`src/rtl/axi_read_arbiter.sv`:
```
// Round-robin arbiter sharing one single-beat AXI read master among NUM_REQ requesters.
// Optional AR-stall / FIFO-full counters are enabled with `define AXI_ARB_STATS_EN.
module axi_read_arbiter #(
  parameter int NUM_REQ         = 4,
  parameter int ADDR_BITS       = 17,
  parameter int DATA_BITS       = 64,
  parameter int MAX_OUTSTANDING = 8
) (
  input  logic                         clock,
  input  logic                         reset,
  input  logic [NUM_REQ-1:0]           req_valid,
  input  logic [NUM_REQ*ADDR_BITS-1:0] req_addr,
  output logic [NUM_REQ-1:0]           req_ready,
  output logic [NUM_REQ-1:0]           rsp_valid,
  input  logic [NUM_REQ-1:0]           rsp_ready,
  output logic [DATA_BITS-1:0]         rsp_data,
  output logic                         axi_arvalid,
  input  logic                         axi_arready,
  output logic [ADDR_BITS-1:0]         axi_araddr,
  input  logic                         axi_rvalid,
  output logic                         axi_rready,
  input  logic [DATA_BITS-1:0]         axi_rdata,
  output logic                         err_unexp_r
`ifdef AXI_ARB_STATS_EN
  ,
  output logic [31:0]                  stall_cnt,
  output logic [31:0]                  full_cnt
`endif
);

  localparam int ID_W  = (NUM_REQ > 1) ? $clog2(NUM_REQ) : 1;
  localparam int PTR_W = $clog2(MAX_OUTSTANDING);
  localparam int CNT_W = PTR_W + 1;

  typedef enum logic {IDLE, ISSUE} state_t;

  function automatic logic [ID_W-1:0] wrap_id(input int base, input int off);
    int s;
    s = base + off;
    if (s >= NUM_REQ) s = s - NUM_REQ;
    return ID_W'(s);
  endfunction

`ifdef AXI_ARB_STATS_EN
  function automatic logic [31:0] sat_inc(input logic [31:0] v);
    return (v == 32'hFFFF_FFFF) ? v : v + 32'd1;
  endfunction
`endif

  state_t                 state_p0, state_d;
  logic [ID_W-1:0]        last_grant_p0;
  logic [ADDR_BITS-1:0]   araddr_p0;
  logic [ID_W-1:0]        id_mem [MAX_OUTSTANDING];
  logic [PTR_W-1:0]       wr_ptr_p0, rd_ptr_p0;
  logic [CNT_W-1:0]       cnt_p0;
  logic                   err_p0;

  logic                   fifo_full, fifo_empty;
  logic                   can_grant, found, grant, pop;
  logic [ID_W-1:0]        winner, cand, head;
  logic [ADDR_BITS-1:0]   addr_sel;

  assign fifo_full  = (cnt_p0 == CNT_W'(MAX_OUTSTANDING));
  assign fifo_empty = (cnt_p0 == '0);
  assign head       = id_mem[rd_ptr_p0];
  assign can_grant  = !fifo_full && ((state_p0 == IDLE) || axi_arready);

  // Round-robin search starting just after the previous winner
  always_comb begin
    found    = 1'b0;
    winner   = '0;
    cand     = '0;
    addr_sel = '0;
    for (int k = 1; k <= NUM_REQ; k++) begin
      cand = wrap_id(int'(last_grant_p0), k);
      if (!found && req_valid[cand]) begin
        found  = 1'b1;
        winner = cand;
      end
    end
    for (int i = 0; i < NUM_REQ; i++) begin
      if (winner == ID_W'(i)) addr_sel = req_addr[i*ADDR_BITS +: ADDR_BITS];
    end
  end

  assign grant = !reset && can_grant && found;

  always_comb begin
    req_ready = '0;
    rsp_valid = '0;
    for (int i = 0; i < NUM_REQ; i++) begin
      req_ready[i] = grant && (winner == ID_W'(i));
      rsp_valid[i] = !reset && !fifo_empty && axi_rvalid && (head == ID_W'(i));
    end
  end

  assign axi_rready  = !reset && !fifo_empty && rsp_ready[head];
  assign pop         = axi_rvalid && axi_rready;
  assign rsp_data    = axi_rdata;
  assign axi_arvalid = (state_p0 == ISSUE);
  assign axi_araddr  = araddr_p0;
  assign err_unexp_r = err_p0;

  always_comb begin
    state_d = state_p0;
    if (grant)                                  state_d = ISSUE;
    else if (state_p0 == ISSUE && axi_arready)  state_d = IDLE;
  end

  always_ff @(posedge clock) begin
    if (reset) begin
      state_p0      <= IDLE;
      last_grant_p0 <= ID_W'(NUM_REQ - 1);
      araddr_p0     <= '0;
      wr_ptr_p0     <= '0;
      rd_ptr_p0     <= '0;
      cnt_p0        <= '0;
      err_p0        <= 1'b0;
    end else begin
      state_p0 <= state_d;
      if (grant) begin
        last_grant_p0 <= winner;
        araddr_p0     <= addr_sel;
        wr_ptr_p0     <= wr_ptr_p0 + 1'b1;
      end
      if (pop) rd_ptr_p0 <= rd_ptr_p0 + 1'b1;
      case ({grant, pop})
        2'b10:   cnt_p0 <= cnt_p0 + 1'b1;
        2'b01:   cnt_p0 <= cnt_p0 - 1'b1;
        default: cnt_p0 <= cnt_p0;
      endcase
      if (axi_rvalid && fifo_empty) err_p0 <= 1'b1;
    end
  end

  // Tracking storage is pure data; occupancy is governed by the pointers
  always_ff @(posedge clock) begin
    if (grant) id_mem[wr_ptr_p0] <= winner;
  end

`ifdef AXI_ARB_STATS_EN
  always_ff @(posedge clock) begin
    if (reset) begin
      stall_cnt <= '0;
      full_cnt  <= '0;
    end else begin
      if (axi_arvalid && !axi_arready) stall_cnt <= sat_inc(stall_cnt);
      if (|req_valid && fifo_full)     full_cnt  <= sat_inc(full_cnt);
    end
  end
`endif

endmodule

```
`config.mk`:
```
export PLATFORM = sky130hd
export DESIGN_NAME = axi_read_arbiter
export DESIGN_NICKNAME = d
export VERILOG_FILES = /design/src/rtl/axi_read_arbiter.sv
export SDC_FILE = /design/constraint.sdc
export NUM_CORES = 1
export LEC_CHECK = 0
export ABC_AREA = 1
export CORE_MARGIN = 1.5
export CORE_UTILIZATION = 27
export DETAILED_ROUTE_END_ITERATION = 7
export GPL_ROUTABILITY_DRIVEN = 0
export PLACE_DENSITY = 0.78
export RECOVER_POWER = 25
export SLEW_MARGIN = 10
export SYNTH_ARGS = -nofsm -noshare
export SYNTH_HDL_FRONTEND = slang
export SYNTH_SLANG_ARGS = --single-unit
```
`constraint.sdc`:
```
create_clock -name clock -period 2.31 [get_ports clock]
set_clock_uncertainty 0.1 [all_clocks]
set_input_delay 0.462 -clock clock [delete_from_list [all_inputs] [get_ports clock]]
set_output_delay 0.462 -clock clock [all_outputs]
set_load 0.02 [all_outputs]
```
==> results of run 1 <==
[cell type report]
class                      instances  area, µm²  share of cell area
clock inverter                     3       22.5             0.00401
sequential                        50       1170               0.208
timing repair buffer             191       1820               0.323
multi-input combinational        329       2030               0.362
tap                              172        215              0.0383
clock buffer                       5        125              0.0223
inverter                          54        235              0.0419
[layout by cell type, fill, tap and decap left out, types with 3 or more instances in the layout]
cell | Yosys | routed
nand3_1 | 40 | 29
ha_1 | 5 | 3
buf_12 | 0 | 5
a21oi_2 | 2 | 3
nand2_1 | 132 | 90
buf_4 | 68 | 68
inv_4 | 0 | 4
dfxtp_1 | 34 | 31
o21ai_2 | 1 | 4
clkbuf_16 | 0 | 6
nand2_2 | 9 | 30
o21ai_1 | 10 | 16
a21oi_1 | 23 | 21
dlygate4sd2_1 | 0 | 5
buf_6 | 6 | 16
nand3_4 | 0 | 5
nand2_4 | 0 | 21
clkdlybuf4s50_1 | 0 | 93
nor2_4 | 3 | 9
nand3_2 | 4 | 10
nor2_2 | 2 | 14
o21ai_0 | 15 | 5
inv_2 | 3 | 5
nor2_1 | 59 | 41
nand4_1 | 11 | 11
edfxtp_1 | 16 | 16
inv_1 | 49 | 43
[worst max-delay path, stage by stage, from the launching register on]
cell and delay (ns):
dfxtp_4 0.36, buf_12 0.14, nand2_1 0.11, nand2_4 0.08
nand2_4 0.08, nand2_4 0.06, nor2_4 0.15, buf_6 0.12
nand3_4 0.08, nand3_4 0.13, buf_6 0.14, nand2_4 0.06
nor2_4 0.08, buf_6 0.12
[through the flow]
stage          setup slack (ns)  area (µm²)
4_1_cts                  -0.222        5080
3_3_place_gp             -0.783        4710
2_1_floorplan           -0.0631        3600
6_report                 -0.272        5620
5_1_grt                  -0.388        5620
3_5_place_dp             -0.807        4710
[final timing paths]
| check | slack [ns] | start | end | cells past startpoint |
|---|---|---|---|---|
| min reg2reg | 0.37 | axi_araddr[12] | axi_araddr[12] | 2 |
| min | 0.37 | axi_araddr[12] | axi_araddr[12] | 2 |
| max reg2reg | -0.22 | flip-flop | cnt_p0[2] | 22 |
| max | -0.27 | last_grant_p0[0] | req_ready[3] | 13 |
[kinds of logic after synthesis]
kind of cell,Yosys count,share of synthesized area
buf+inv,136,0.234
fa+ha+maj,5,0.0176
xor+xnor,3,0.00740
compound gates,57,0.0891
simple gates,264,0.325
flops,50,0.327
[routing by layer]
metal,vias to the layer above,track usage,share of wire
li1,1808,-,-
met1,1611,0.149,0.36
met2,143,0.258,0.51
met3,58,0.0412,0.084
met4,0,0.0747,0.042
met5,-,0,0
[state kept, by name, indices dropped and copies added (netlist names), named ones only]
name / cells
axi_araddr: 17
id_mem: 16
cnt_p0: 4
rd_ptr_p0: 3
wr_ptr_p0: 3
last_grant_p0: 2
axi_arvalid: 1
err_unexp_r: 1
[power breakdown]
part / switching (mW) / leakage (nW) / internal, mW / total, mW
combinational: 3.73 / 1.97 / 3.16 / 6.88
clock: 0.332 / 0.0708 / 0.406 / 0.738
sequential: 0.142 / 0.426 / 1.26 / 1.40
[timing repair]
| item | 4_1_cts | 5_1_grt |
|---|---|---|
| hold endpoints to repair | 0 | 0 |
| gates cloned | 1 | 2 |
| pin swaps | 18 | 59 |
| setup endpoints to repair | 30 | 45 |
| resized for setup | 80 | 123 |
| buffers inserted | 13 | 19 |
==> run metrics, run 1 <==
type of origin of the critical path flip-flop; first-pass GRT wire length roughly 16000 µm; vias in the first global route 3347; share of cells above drive strength 1 0.348; EDFF count, synth 16; post-layout power 9.02 mW; WS Path Type reg -> out; post-synth top area cell dfxtp_1; setup violators final 26; Netlist cell types 34; clk_lat worst skew 0.29 ns; status finished, violations left; Top FF cell, synth dfxtp_1; Cells after DPL 767; clock sinks 50; Routed Antenna Nets 0; sequential element share of the synthesized area 0.327; largest net degree at the start of global routing 22; antenna cells 0; failing checks setup timing; syn_nets roughly 660; Min Hold Slack roughly 0.37 ns; Final Non-Filler Cells approximately 800; Least-Margin Pin Slew approximately 0.36 ns; Post-Route WL around 11000 µm; Final WS setup -0.272 ns; VDD IR-drop max approximately 0.0013 V; Power Density between 1500 and 2000 nW/µm²; Nets about 800; GRT overflow 0; Die ar. ~14000 µm²; CTS tree done; Global Route Usage Sum 0.142; Slew HR 0.756; synthesized instance count between 500 and 600; Post-Route Utilization 0.441; drt pass-1 iters 5; clock buffer depth 2; top-count cell post-synth nand2_1; CP Capture Type output pin; I/O Buffers 107; Avg Inst Size Synth 6.90 µm²; Leakage ~2.5 nW; DRC viols 0; register bit total from synthesis 50; Initial DRC Count around 130; CP max FO 5; post-DP HPWL about 8000 µm; Reg clk slew, reported paths 0.07 ns; Commonest cells post-synth nand2_1, buf_4, nor2_1, inv_1, nand3_1; largest cells by area after synthesis dfxtp_1, buf_4, nand2_1; Final Hold Fails 0; Fill cells approximately 1300; I/O pin cnt between 200 and 250; H-Tree Depth 2; WL per Instance 13.5 µm; post-synth top area share 0.192; YS warnings 0; Synth Cell Area between 3000 and 4000 µm²; WP data arrival a little over 2 ns; Num CTS Buffers 5; overall die height 118 µm; core area about 13000 µm²; Area growth syn-to-layout 58.1%; Site Rows 41; # hold bufs at CTS 0; worst min-delay path class reg -> reg; Die Wd about 120 µm; RSZ-0062 raised after global routing yes; Initial Util 0.279; vias per cell about 4.5; max-cap violations 0; Tmin final around 2.6 ns; Max Slew Vio Count 0; final worst-path cycle share 1.12; Fmax slightly below 400 MHz; WP data required around 1.8 ns; initial antenna violation count 0; Vias ~3600; ys async rst share 0; clk root buf clkbuf_16; Setup TNS -2.86 ns
Note: power is estimated with default switching activity, not from simulation.
==> inputs of run 2 (changes only) <==
--- a/config.mk
+++ b/config.mk
@@ -12,6 +12,7 @@
 export GPL_ROUTABILITY_DRIVEN = 0
 export PLACE_DENSITY = 0.78
 export RECOVER_POWER = 25
+export SETUP_SLACK_MARGIN = 0.5
 export SLEW_MARGIN = 10
 export SYNTH_ARGS = -nofsm -noshare
 export SYNTH_HDL_FRONTEND = slang
==> run 2 against run 1 <==
  * The flow still finishes with violations (setup timing)
  * Critical path type is now in -> out
  * Largest power group unchanged
  * Worst hold slack lost 0.0073 ns
  * Clock-buffer cell count increased by 3
  * Die area is the same
  * Fmax barely moved
  * Sequential power is essentially flat
  * Highest routed layer unchanged
  * Utilization increased by 1.3 points
==> run metrics, run 2 (synthesis gave the netlist of run 1 again) <==
Fmax 388 MHz (about the same); post-layout power 9.06 mW (+0.37%); Worst Hold Endpoint err_unexp_r; Site Rows 41 (unchanged); reg-to-reg slack, setup -0.16 ns (+0.06 ns); I/O Buffers 107 (unchanged); most frequent CP cell nand2_2; CP delay by family, top simple AND/OR/NAND/NOR gates; worst min-delay path class reg -> reg; GRT overflow 0 (unchanged); slowest CP cell dlygate4sd2_1; vias in the first global route 3462 (+3.4%); setup slack at placement -0.858 ns (-0.0513 ns); CP max FO 4 (-1); cell depth of the worst setup path 13 (unchanged); I/O pin cnt 236 (unchanged); WP data arrival 2.02 ns (about the same); Fill cells 1274 (+1.2%); share of cells above drive strength 1 0.370 (+0.0217); Leakage 2.56 nW (+3.6%); CP Capture Type output pin; Die ar. 13900 µm² (unchanged); WL per Instance 13.3 µm (-1.8%); commonest non-fill, non-tap cell in the layout nand2_1; Crit path buffers/inverters 3 (-1); post-DP HPWL 7860 µm (-0.58%); Area growth syn-to-layout 62.6%; Worst Reg2Reg Path Length in Cells 22 (unchanged); initial antenna violation count 0 (unchanged); Routed Antenna Nets 0 (unchanged); RR Endpoint cnt_p0[2]; largest net degree at the start of global routing 22 (unchanged); core area 12700 µm² (unchanged); type of origin of the critical path input port; clock sinks 50 (unchanged); Final Hold Fails 0 (unchanged); Initial Util 0.279 (unchanged); vias per cell 4.49 (-0.22%); critical-path cell list dlygate4sd2_1 > nand2_2 > nand2_4 > nand2_2 > nand2_2 > nand2_2 > nand2_2 > nand2_2 > nand2_2 > nor2_4 > buf_6 > nor3_4 > buf_6; Vias 3603 (-0.47%); setup violators final 8 (-69%); VDD IR-drop max 0.00100 V (-21%); Final Cell Area 5780 µm² (+2.9%); failing checks setup timing; max-cap violations 0 (unchanged); antenna cells 0 (unchanged); H-Tree Depth 2 (unchanged); Global Route Usage Sum 0.146 (+0.00311); hold_sp err_unexp_r; Tmin final 2.58 ns (-0.00235 ns); Reg clk slew, reported paths 0.07 ns (about the same); CTS tree done; RSZ-0062 raised after global routing yes; crit-path max cell delay 0.29 ns (-0.07 ns); Worst Hold Depth 2 (unchanged); number of flip-flops in the largest register 17 (unchanged); Least-Margin Pin Slew 0.438 ns (+0.0735 ns); final worst-path cycle share 1.12 (about the same); WP data required 1.75 ns (about the same); # hold bufs at CTS 0 (unchanged); Num CTS Buffers 5 (unchanged); Nets 778 (-0.26%); most frequent cells in the layout nand2_1, clkdlybuf4s50_1, buf_4; Power Density 1570 nW/µm² (-2.4%); Post-Route Utilization 0.454 (+0.0126); Max Slew Vio Count 0 (unchanged); Placed Area 4860 µm² (+3.1%); Die Wd 118 µm (unchanged); status finished, violations left; clk root buf clkbuf_16; Reg area 1170 µm² (unchanged); overall die height 118 µm (unchanged); clock buffer depth 2 (unchanged); Initial DRC Count 111 (-16%); Slew HR 0.707 (-0.0491); Final WS setup -0.270 ns (+0.00235 ns); first-pass GRT wire length 16500 µm (+2.5%); Post-Route WL 10700 µm (-2.1%); multi-input logic area 2120 µm² (+4.2%); DRC viols 0 (unchanged); clk_lat worst skew 0.29 ns (about the same); WS Path Type in -> out; drt pass-1 iters 7 (+2)
## run 2: cell count changes in the layout (fill, tap and decap cells not counted), moves of 5 or more
cell             previous run  this run
dlygate4sd2_1               5        19
clkdlybuf4s50_1            93        74
inv_1                      43        38
a21oi_2                     3        11
buf_6                      16        24
nor2_4                      9        19
nor2_1                     41        35
a21oi_1                    21        14
buf_4                      68        56
## run 2: worst reg2reg max path: stages (launching register included)
cell      delay, ns
dfxtp_2        0.34
buf_12         0.14
inv_8          0.05
nand2_1        0.06
nand3_1        0.06
nand2_1        0.06
nand2_1        0.06
nand2_2        0.09
inv_2          0.05
nand3b_1       0.10
nand2_2        0.07
nor2_4         0.15
nand3_4        0.10
inv_4          0.09
ha_4           0.16
nand2_2        0.06
inv_2          0.07
nor2_4         0.05
ha_4           0.15
a21oi_2        0.12
xor2_1         0.08
o21ai_1        0.13
inv_1          0.05
## run 2: metrics by stage
stage,hold slack [ns],setup TNS [ns],cells
6_report,0.358,-1.19,802
3_5_place_dp,0.352,-19.66,766
4_1_cts,0.361,-1.28,791
3_3_place_gp,0.349,-17.54,766
2_1_floorplan,0.361,-0.0286,515
5_1_grt,0.388,-3.75,802
## run 2: metal layers
metal,vias to the layer above,part of all wire,GRT usage
met3,49,0.072,0.0383
met4,0,0.041,0.0724
met1,1600,0.38,0.157
met2,142,0.51,0.262
li1,1812,-,-
met5,-,0,0
## run 2: worst max path at each step
stage,start,endpoint
global placement,req_valid[0],req_ready[3]
global route,flip-flop,cnt_p0[3]
CTS,last_grant_p0[0],req_ready[0]
floorplan,flip-flop,cnt_p0[3]
detailed placement,req_valid[1],req_ready[3]
finish,req_valid[3],req_ready[0]
## run 2: report_power, final
group	internal (mW)	switching [mW]
Combinational	3.16	3.67
Clock	0.498	0.312
Sequential	1.26	0.151
## run 2: area by class of cell
type / count / area share
Tap cell: 172 / 0.0373
Timing Repair Buffer: 189 / 0.323
Clock buffer: 8 / 0.0290
Inverter: 54 / 0.0418
Sequential cell: 50 / 0.203
Multi-Input combinational cell: 329 / 0.367
## run 2: timing repair
item / in CTS / in global routing
pin swaps: 27 / 30
gates resized for setup: 121 / 103
setup buffers: 17 / 10
endpoints found under the setup margin: 87 / 78
cloned: 0 / 1
